<file path="src/rtl/dram_cache_fill_writer.sv">
// dram_cache_fill_writer
// Takes line fills (dirty writes) and refills (clean lines from backing
// memory), packs them into the in-DRAM {valid, dirty, tag, blank, data} word
// and writes that word to the DRAM cache controller as a single-beat AXI write.
// Only one write is in flight at a time.
// Build option: DRAM_CACHE_FILL_RR_EN selects round-robin arbitration between
// the two request ports; otherwise refill always wins over fill.
module dram_cache_fill_writer #(
  parameter int ADDR_WIDTH   = 32,
  parameter int DATA_WIDTH   = 512,
  parameter int ID_WIDTH     = 4,
  parameter int TAG_SIZE     = 32,
  parameter int TAG_WIDTH    = 12,
  parameter int BLANK_WIDTH  = 18,
  parameter int INDEX_WIDTH  = 14,
  parameter int OFFSET_WIDTH = 6,
  parameter int WR_ID        = 0
) (
  input  logic                           clk,
  input  logic                           rst_n,
  input  logic                           fill_valid_i,
  output logic                           fill_ready_o,
  input  logic [ADDR_WIDTH+DATA_WIDTH-1:0] fill_data_i,
  input  logic                           refill_valid_i,
  output logic                           refill_ready_o,
  input  logic [ADDR_WIDTH+DATA_WIDTH-1:0] refill_data_i,
  output logic [ID_WIDTH-1:0]            awid_o,
  output logic [ADDR_WIDTH-1:0]          awaddr_o,
  output logic                           awvalid_o,
  input  logic                           awready_i,
  output logic [TAG_SIZE+DATA_WIDTH-1:0] wdata_o,
  output logic                           wlast_o,
  output logic                           wvalid_o,
  input  logic                           wready_i,
  input  logic [ID_WIDTH-1:0]            bid_i,
  input  logic [1:0]                     bresp_i,
  input  logic                           bvalid_i,
  output logic                           bready_o,
  output logic                           busy_o,
  output logic                           err_o
);

  localparam int PW = ADDR_WIDTH + DATA_WIDTH;
  localparam int WW = TAG_SIZE + DATA_WIDTH;
  // Keeps only the set-index bits of an address: that is the slot address.
  localparam logic [ADDR_WIDTH-1:0] IDX_MASK =
    {{(ADDR_WIDTH-INDEX_WIDTH-OFFSET_WIDTH){1'b0}}, {INDEX_WIDTH{1'b1}}, {OFFSET_WIDTH{1'b0}}};

  typedef enum logic [1:0] {
    S_IDLE  = 2'd0,
    S_ISSUE = 2'd1,
    S_RESP  = 2'd2
  } state_e;

  state_e                 state_q, state_d;
  logic                   awvalid_q, awvalid_d;
  logic                   wvalid_q, wvalid_d;
  logic                   aw_done_q, aw_done_d;
  logic                   w_done_q, w_done_d;
  logic                   err_q, err_d;
  logic [ADDR_WIDTH-1:0]  awaddr_q, awaddr_d;
  logic [WW-1:0]          wdata_q, wdata_d;

  logic                   grant_fill;
  logic                   accept;
  logic [PW-1:0]          req;
  logic [ADDR_WIDTH-1:0]  req_addr;
  logic [DATA_WIDTH-1:0]  req_data;
  logic [WW-1:0]          req_word;
  logic                   aw_fin, w_fin;
  logic                   unused_bid;

`ifdef DRAM_CACHE_FILL_RR_EN
  // Pointer low = fill has the turn, high = refill has the turn.
  logic rr_q, rr_d;
  assign grant_fill = fill_valid_i & (~refill_valid_i | ~rr_q);
`else
  assign grant_fill = fill_valid_i & ~refill_valid_i;
`endif

  assign fill_ready_o   = (state_q == S_IDLE) & fill_valid_i & grant_fill;
  assign refill_ready_o = (state_q == S_IDLE) & refill_valid_i & ~grant_fill;
  assign accept         = fill_ready_o | refill_ready_o;

  assign req      = grant_fill ? fill_data_i : refill_data_i;
  assign req_addr = req[PW-1:DATA_WIDTH];
  assign req_data = req[DATA_WIDTH-1:0];

  // A handshake counts as done once it has happened, including this cycle.
  assign aw_fin = aw_done_q | (awvalid_q & awready_i);
  assign w_fin  = w_done_q  | (wvalid_q  & wready_i);

  // Pack the granted request into the stored tag+data word; fills are dirty.
  always_comb begin
    req_word = '0;
    req_word[WW-1] = 1'b1;
    req_word[WW-2] = grant_fill;
    req_word[TAG_WIDTH+BLANK_WIDTH+DATA_WIDTH-1 -: TAG_WIDTH] = req_addr[ADDR_WIDTH-1 -: TAG_WIDTH];
    req_word[DATA_WIDTH-1:0] = req_data;
  end

  // Next-state logic: accept, issue AW/W independently, then wait for B.
  always_comb begin
    state_d   = state_q;
    awvalid_d = awvalid_q;
    wvalid_d  = wvalid_q;
    aw_done_d = aw_done_q;
    w_done_d  = w_done_q;
    err_d     = err_q;
    awaddr_d  = awaddr_q;
    wdata_d   = wdata_q;
`ifdef DRAM_CACHE_FILL_RR_EN
    rr_d      = rr_q;
`endif
    case (state_q)
      S_IDLE: begin
        if (accept) begin
          awaddr_d  = req_addr & IDX_MASK;
          wdata_d   = req_word;
          awvalid_d = 1'b1;
          wvalid_d  = 1'b1;
          aw_done_d = 1'b0;
          w_done_d  = 1'b0;
          state_d   = S_ISSUE;
`ifdef DRAM_CACHE_FILL_RR_EN
          rr_d      = ~rr_q;
`endif
        end
      end
      S_ISSUE: begin
        if (awvalid_q && awready_i) awvalid_d = 1'b0;
        if (wvalid_q && wready_i)   wvalid_d  = 1'b0;
        aw_done_d = aw_fin;
        w_done_d  = w_fin;
        if (aw_fin && w_fin) state_d = S_RESP;
      end
      S_RESP: begin
        if (bvalid_i) begin
          err_d   = err_q | (bresp_i != 2'b00);
          state_d = S_IDLE;
        end
      end
      default: state_d = S_IDLE;
    endcase
  end

  // State and payload registers with synchronous active-low reset.
  always_ff @(posedge clk) begin
    if (!rst_n) begin
      state_q   <= S_IDLE;
      awvalid_q <= 1'b0;
      wvalid_q  <= 1'b0;
      aw_done_q <= 1'b0;
      w_done_q  <= 1'b0;
      err_q     <= 1'b0;
      awaddr_q  <= '0;
      wdata_q   <= '0;
`ifdef DRAM_CACHE_FILL_RR_EN
      rr_q      <= 1'b0;
`endif
    end else begin
      state_q   <= state_d;
      awvalid_q <= awvalid_d;
      wvalid_q  <= wvalid_d;
      aw_done_q <= aw_done_d;
      w_done_q  <= w_done_d;
      err_q     <= err_d;
      awaddr_q  <= awaddr_d;
      wdata_q   <= wdata_d;
`ifdef DRAM_CACHE_FILL_RR_EN
      rr_q      <= rr_d;
`endif
    end
  end

  assign awid_o    = ID_WIDTH'(WR_ID);
  assign awaddr_o  = awaddr_q;
  assign awvalid_o = awvalid_q;
  assign wdata_o   = wdata_q;
  assign wlast_o   = 1'b1;
  assign wvalid_o  = wvalid_q;
  assign bready_o  = (state_q == S_RESP);
  assign busy_o    = (state_q != S_IDLE);
  assign err_o     = err_q;

  // The write ID is single-valued, so the returned ID carries no information.
  assign unused_bid = ^bid_i;

endmodule

</file>
<file path="config.mk">
export PLATFORM = sky130hd
export DESIGN_NAME = dram_cache_fill_writer
export DESIGN_NICKNAME = d
export VERILOG_FILES = /design/src/rtl/dram_cache_fill_writer.sv
export SDC_FILE = /design/constraint.sdc
export NUM_CORES = 1
export LEC_CHECK = 0
export CORE_AREA = 2 2 662 664
export CTS_BUF_LIST = sky130_fd_sc_hd__clkbuf_4 sky130_fd_sc_hd__clkbuf_8
export DETAILED_ROUTE_END_ITERATION = 16
export DIE_AREA = 0 0 664 666
export PLACE_DENSITY = 0.3
export RECOVER_POWER = 50
export SLEW_MARGIN = 5
export SYNTH_ARGS = -nofsm -noshare
export SYNTH_HDL_FRONTEND = slang
export SYNTH_SLANG_ARGS = --single-unit
</file>
<file path="constraint.sdc">
create_clock -name clk -period 3 [get_ports clk]
set_clock_uncertainty 0.1 [all_clocks]
set_input_delay 0.9 -clock clk [delete_from_list [all_inputs] [get_ports clk]]
set_output_delay 0.9 -clock clk [all_outputs]
set_load 0.005 [all_outputs]
</file>
## Word level (Yosys, flattened, before mapping)

Cells that the tools add are included.

| word-level totals | value |
|---|---|
| word-level logic and storage cells | 54 |
| input port bits | 1101 |
| output and inout port bits | 588 |
| register bits after elaboration | 547 |

| operators by class | value |
|---|---|
| equality and inequality tests | 7 |
| bitwise logic cells | 13 |
| reductions and logical operators | 13 |
| muxes and demuxes | 13 |

Operators with widths:

| kind | number |
|---|---|
| two-way mux 544 bit | 1 |
| != test 2 bit (second input constant) | 5 |
| AND reduction 3 bit | 3 |
| case mux 1 bit (2 select lines) | 4 |
| bitwise AND 1 bit | 7 |
| two-way mux 2 bit | 3 |
| case mux 2 bit (3 select lines) | 1 |
| AND reduction 2 bit | 3 |
| nonzero test 2 bit | 3 |
| two-way mux 1 bit | 4 |
| bitwise OR 1 bit | 4 |
| logical AND 1 bit | 3 |
| == test 2 x 1 -> 1 bit (second input constant) | 1 |
| == test 2 bit (second input constant) | 1 |
| logical NOT 2 bit | 1 |
| NOT 1 bit | 2 |

## Depth between registers and ports, before layout

Gate-level depths: netlist of run 1.

| depth | value |
|---|---|
| word-level depth | 7 |
| depth in mapped cells | 7 |
| depth with buffers taken out | 4 |

## Worst setup path after synthesis of run 1

OpenSTA, ideal clock, no wires.

| timing path | value |
|---|---|
| path kind | input-to-output |
| start point | input refill_valid_i |
| end point | output fill_ready_o |
| data required time | 2.000 ns |
| path buffers | 2 |
| slack | 0.538 ns |
| arrival | 1.462 ns |
| cell stages on the path | 4 |
| cell sequence | nand2b_1 buf_2 clkbuf_1 nor2_1 |

| on the way | value |
|---|---|
| word-level cells in the longest chain between the ends | 3 |

RTL lines:

| what | line | source |
|---|---|---|
| from (decl) | 24 | `input logic refill_valid_i,` |
| NOT 1 bit | 78 | `assign grant_fill = fill_valid_i & ~refill_valid_i;` |
| bitwise AND 1 bit | 78 |  |
| bitwise AND 1 bit | 81 | `assign fill_ready_o = (state_q == S_IDLE) & fill_valid_i & grant_fill;` |
| to (decl) | 22 | `output logic fill_ready_o,` |

Every way passes these cells.

## Final worst setup path of run 1

| timing path | value |
|---|---|
| start point | input refill_valid_i |
| end point | output refill_ready_o |

| on the way | value |
|---|---|
| word-level cells in the longest chain between the ends | 4 |

RTL lines:

| what | line | source |
|---|---|---|
| NOT 1 bit | 78 |  |
| bitwise AND 1 bit | 78 |  |
| NOT 1 bit | 82 | `assign refill_ready_o = (state_q == S_IDLE) & refill_valid_i & ~grant_fill;` |
| bitwise AND 1 bit (*) | 82 |  |
| to (decl) | 25 | `output logic refill_ready_o,` |

Mark *: on every way between the ends. The rest lies on a longest branch, timed or not.

==> results_dict.tcl, run 1 <==
set metrics [dict create \
    grt_use_met1_pct 14.59 \
    crit_chain "clkdlybuf4s50_1, buf_12, buf_4, and2_4, buf_6" \
    sequentialPowerShare_pct 32.3 \
    yosysWarnings 0 \
    rsz0062_at_grt "yes" \
    areaGrowthSynthToFinish_pct 107.1 \
    drive_gt1_share_pct 15.07 \
    yosysTopAreaCell "dfxtp_1" \
    grtUsageMet2_pct 25.12 \
    grt_pass1_wl_um 415000 \
    ys_ff_latch 547 \
    numCtsBuffers 124 \
    maxCapViolCount 1 \
    multi_input_area_um2 11820 \
    detail_route.first_pass.iterations 6 \
    avgSynthCellArea_um2 7.851 \
    die_h_um 666 \
    ir_drop_uv 365.8 \
    synthDistinctLibCells 26 \
    synthFlopType "dfxtp_1" \
    routed_wl_um 340700 \
    synth_edf_count 0 \
    vias 32938 \
    fin_area_um2 50990 \
    syn_inst 3136 \
    report.final.hold_viol_count 0 \
    power_frac_comb_pct 34.2 \
    cts_tree "done" \
    wl_per_cell_um 32.15 \
    synthTopCellsByArea "dfxtp_1 44%, a311oi_1 19%, nand2_1 16%, a21oi_1 11%, buf_2 5.7%" \
    ys_seq_area_share_pct 44.48 \
    postRouteAntennaNets 0 \
    fin_util_pct 11.70 \
    grt_max_degree 101 \
    final-seq-area_um2 11080 \
    synth.top_cell.area_share_pct 44.48 \
    post-route-min-period_ps 2996 \
    worst_path_max_delay_cell "clkdlybuf4s50_1" \
    failed_checks "capacitance limit, slew limit" \
    fmax_ghz 0.3338 \
    p_int_mw 17.48 \
    swShare_pct 38.84 \
    fin_nets 5815 \
    clock-sinks 547 \
    fillers 50562 \
    required_ps 2000 \
    placementRows 243 \
    setup_viol_count_final 0 \
    holdCritPathClass "in2reg" \
    status "finished with violations" \
    insertion_delay_ps 940 \
    period_share_pct 99.87 \
    power_frac_clock_pct 33.5 \
    p_leak_nw 18.36 \
    drc 0 \
    slowest_delay_ps 520 \
    clockRootBuffer "clkbuf_8" \
    pin_count 1689 \
    globalplace.congestion 0.8689 \
    grt_antenna_before_repair 163 \
    criticalPathCategory "in2out" \
    grt_util_met3_pct 10.16 \
    postCtsHoldBufs 0 \
    startpoint_type "input port" \
    synthArstFlopShare_pct 0 \
    clk_pin_slew_ps 60 \
    totalPowerFinal_mw 28.58 \
    first_global_vias 33593 \
    max-clock-path-buffers 4 \
    busiest_layer "met2" \
    place_area_um2 48330 \
    powerDensity_nw_per_um2 560.5 \
    grt_overflow 0 \
    worstPathMaxFanout 4 \
    tightest_slew_ps 1548 \
    p_sw_mw 11.10 \
    r2r_slack_ps 110 \
    initial_core_util_pct 5.647 \
    yosys-top-cells-count "1077 x nand2_1, 547 x dfxtp_1, 544 x a21oi_1" \
    htree_levels 3 \
    core_area_um2 436000 \
    synth_area_um2 24620 \
    dpl.hpwl_um 294900 \
    viasPerCell 3.108 \
    die_area_um2 442200 \
    relSlewSlack_pct -3.187 \
    worst_ep_arrival_time_ps 2000 \
    drv_slew 8 \
    post-synth-top-count-cell "nand2_1" \
    die_w_um 664 \
    drt_iter0_drc 2301 \
    track_usage_pct 14.72 \
    crit_path_end_kind "output pin" \
    port_buffers 1631 \
]
==> power by group through the flow <==
| stage | logic (mW) | registers, mW | clock network, mW |
|---|---|---|---|
| after global placement | 10.4 | 9.43 | 0 |
| after CTS | 10.1 | 9.31 | 10.1 |
| final | 9.77 | 9.24 | 9.58 |
| after detailed placement | 10.4 | 9.43 | 0 |
| after floorplan | 2.75 | 9.02 | 0 |
| after global routing | 10.6 | 9.37 | 10.4 |
==> what timing repair did <==
| action | in CTS | in global routing |
|---|---|---|
| pin swaps | 2 | 1 |
| endpoints found under the setup margin | 438 | 3 |
| gates resized for setup | 996 | 3 |
| gates cloned | 2 | 0 |
| setup buffers | 7 | 0 |
==> registers in the layout, summed over array words and instances, names as in the netlist <==
name       cells
awaddr_o      14
w_done_q       1
err_o          1
awvalid_o      1
state_q        2
wvalid_o       1
aw_done_q      1
wdata_o      526
==> metal layers <==
| metal | up-vias | wire length (um) |
|---|---|---|
| li1 | 14538 | - |
| met1 | 16132 | 117000 |
| met2 | 1747 | 162000 |
| met3 | 451 | 52240 |
| met4 | 70 | 9083 |
| met5 | - | 448 |
==> final timing paths <==
kind,end,from,cells past startpoint
max,refill_ready_o,refill_valid_i,5
min,wdata_o[22],fill_data_i[22],3
min reg2reg,err_o,err_o,2
max reg2reg,wdata_o[493],state_q[1],9
==> logic make-up (layout without fill, tap and decap cells) <==
logic type      after synthesis  in the layout  share of synthesized area, %
other cells                   2             80                       0.03050
compound gates             1092           1092                         30.49
buf+inv                     403           2031                         8.233
flops                       547            547                         44.48
simple gates               1092           1092                         16.77
==> per-stage QoR <==
stage               setup TNS [ps]  std cells  worst slack, ps  hold slack (ps)
floorplan                        0       3175            538.0            342.1
global placement            -41850      10336           -445.3            356.4
detailed placement          -45030      10336           -455.5            360.0
CTS                         -157.1      10560           -119.6            142.0
global route                -926.8      10571           -93.78            223.9
finish                           0      10599            3.949            339.5
==> layout make-up <==
class | instances | area share [%]
clock buffers | 195 | 4.785
flip-flops and latches | 547 | 21.73
diodes | 39 | 0.1914
repair buffers | 1813 | 35.61
clock inverters | 20 | 0.3411
inverters | 3 | 0.02699
well taps | 5757 | 14.13
multi-input cells | 2225 | 23.19
==> worst max-delay path: cells and delay by family <==
kind / cells / cell delay (ps)
buffers and inverters: 4 / 900
AND/OR/NAND/NOR: 1 / 190
==> placed cells by master (no fill, tap or decap), types with 41 or more instances in the layout <==
| cell | n |
|---|---|
| clkbuf_4 | 41 |
| clkbuf_8 | 156 |
| dlygate4sd2_1 | 214 |
| dfxtp_1 | 495 |
| buf_12 | 69 |
| buf_4 | 184 |
| nand2_1 | 1077 |
| a311oi_1 | 538 |
| a21oi_1 | 544 |
| clkdlybuf4s15_2 | 145 |
| clkdlybuf4s50_1 | 1115 |
| conb_1 | 41 |
No activity file was read; power rests on OpenSTA's default activity.
==> run 2: changes to the inputs <==
--- a/config.mk
+++ b/config.mk
@@ -5,10 +5,10 @@
 export SDC_FILE = /design/constraint.sdc
 export NUM_CORES = 1
 export LEC_CHECK = 0
-export CORE_AREA = 2 2 662 664
+export CORE_AREA = 8 8 648 650
 export CTS_BUF_LIST = sky130_fd_sc_hd__clkbuf_4 sky130_fd_sc_hd__clkbuf_8
 export DETAILED_ROUTE_END_ITERATION = 16
-export DIE_AREA = 0 0 664 666
+export DIE_AREA = 0 0 656 658
 export PLACE_DENSITY = 0.3
 export RECOVER_POWER = 50
 export SLEW_MARGIN = 5
==> results_dict.tcl, run 2 (synthesis results as in run 1) <==
set metrics [dict create \
    status "finished clean" \
    die_h_um 658 \
    track_usage_pct 15.59 \
    die_area_um2 431600 \
    sequentialPowerShare_pct 31.6 \
    postRouteAntennaNets 0 \
    worstPathMaxFanout 2 \
    p_sw_mw 11.24 \
    routed_wl_um 353800 \
    grt_antenna_before_repair 159 \
    setup_viol_count_final 0 \
    first_global_vias 34068 \
    max-clock-path-buffers 4 \
    layout_commonest_cell "clkdlybuf4s50_1" \
    core_area_um2 408700 \
    crit_path_end_kind "output pin" \
    power_frac_comb_pct 33.2 \
    slowest_delay_ps 590 \
    rsz0062_at_grt "yes" \
    r2r_slack_ps 380 \
    numCtsBuffers 136 \
    grt_overflow 0 \
    clockRootBuffer "clkbuf_8" \
    clock-sinks 547 \
    placementRows 235 \
    ir_drop_uv 254.8 \
    report.final.hold_viol_count 0 \
    wl_per_cell_um 34.43 \
    period_share_pct 95.52 \
    crit_chain "dlygate4sd2_1" \
    holdPathStages 2 \
    globalplace.congestion 0.8498 \
    maxCapViolCount 0 \
    powerDensity_nw_per_um2 579.0 \
    power_frac_clock_pct 35.2 \
    crit_family "buffers and inverters" \
    clk_pin_slew_ps 60 \
    rr_startpoint "state_q[1]" \
    required_ps 2000 \
    pin_count 1689 \
    reg2reg_depth 6 \
    endpoint "wdata_o[128]" \
    drive_gt1_share_pct 13.49 \
    p_leak_nw 18.36 \
    drt_iter0_drc 2243 \
    areaGrowthSynthToFinish_pct 104.7 \
    die_w_um 656 \
    dp_cells 10002 \
    initial_core_util_pct 6.024 \
    vias 33225 \
    crit_start "wdata_o[128]" \
    fmax_ghz 0.3490 \
    reg2reg_to "wdata_o[39]" \
    criticalPathCategory "reg2out" \
    grt_max_degree 145 \
    p_int_mw 17.94 \
    busiest_layer "met2" \
    startpoint_type "flop" \
    worst_path_max_delay_cell "dlygate4sd2_1" \
    postCtsHoldBufs 0 \
    drv_slew 0 \
    grt_use_met1_pct 16.50 \
    holdCritPathClass "reg2reg" \
    htree_levels 4 \
    multi_input_area_um2 11830 \
    dpl.hpwl_um 307200 \
    grt_util_met3_pct 8.428 \
    totalPowerFinal_mw 29.18 \
    insertion_delay_ps 900 \
    fillers 47218 \
    swShare_pct 38.51 \
    post-route-min-period_ps 2865 \
    port_buffers 1631 \
    worst_ep_arrival_time_ps 1870 \
    fin_nets 5797 \
    drc 0 \
    final_cell_mix "1134 x clkdlybuf4s50_1, 1077 x nand2_1, 544 x a21oi_1" \
    grt_pass1_wl_um 433800 \
    viasPerCell 3.234 \
    critical_path_cell_count 1 \
    tightest_slew_ps 1153 \
    final_cell_count_no_fill 10274 \
    relSlewSlack_pct 23.15 \
    detail_route.first_pass.iterations 5 \
    largest_reg_flops 526 \
    cts_tree "done" \
    grtUsageMet2_pct 27.80 \
    final-seq-area_um2 11010 \
    critPathBufInv 1 \
]
[run 2: what timing repair did]
item	CTS	global route
pin swaps	2	3
buffers inserted	5	2
setup endpoints to repair	387	4
resized for setup	700	3
cloned	1	0
[run 2: worst min-delay path by stage]
stage,from,endpoint,slack (ps)
4_1_cts,refill_data_i[2],wdata_o[2],180
6_report,err_o,err_o,360
2_1_floorplan,err_o,err_o,340
5_1_grt,fill_data_i[28],wdata_o[28],250
3_3_place_gp,err_o,err_o,360
3_5_place_dp,err_o,err_o,350
[run 2: per-layer routing]
metal	vias up	share of wire (%)
met4	38	1.6
met1	16569	37
met5	-	0.073
li1	14511	-
met2	1727	49
met3	380	12
[run 2: power by group through the flow]
stage / registers, mW / clock network [mW] / logic [mW]
final: 9.21 / 10.3 / 9.68
after global routing: 9.34 / 11.1 / 10.4
after CTS: 9.28 / 10.9 / 10.1
after detailed placement: 9.41 / 0 / 10.4
after global placement: 9.39 / 0 / 10.4
after floorplan: 9.02 / 0 / 2.75
[run 2: through the flow]
| step | util [%] | worst slack (ps) | instance area, um2 | hold WS, ps | TNS [ps] |
|---|---|---|---|---|---|
| after floorplan | - | 538.0 | 24770 | 342.1 | 0 |
| final | 12.33 | 134.5 | 50400 | 364.9 | 0 |
| after detailed placement | 11.64 | -623.2 | 47570 | 350.9 | -276090 |
| after global placement | 11.64 | -686.1 | 47570 | 355.6 | -283430 |
| after CTS | 12.31 | -92.01 | 50300 | 176.8 | -155.3 |
| after global routing | 12.32 | -47.36 | 50360 | 254.2 | -84.57 |
[run 2: worst reg2reg max path, delay by kind of cell, from the launching register on]
family                 cells  cell delay, ps
AO/OA/AOI/OAI              2             930
buffers and inverters      3             980
flip-flops                 1             350
AND/OR/NAND/NOR            1             150
[run 2: area by class of cell]
| cell class | count | share of cell area [%] |
|---|---|---|
| tap | 5451 | 13.53 |
| timing repair buffer | 1783 | 35.31 |
| clock inverter | 23 | 0.6181 |
| antenna | 40 | 0.1986 |
| multi-input combinational | 2225 | 23.47 |
| inverter | 3 | 0.05213 |
| clock buffer | 202 | 4.970 |
| sequential | 547 | 21.85 |
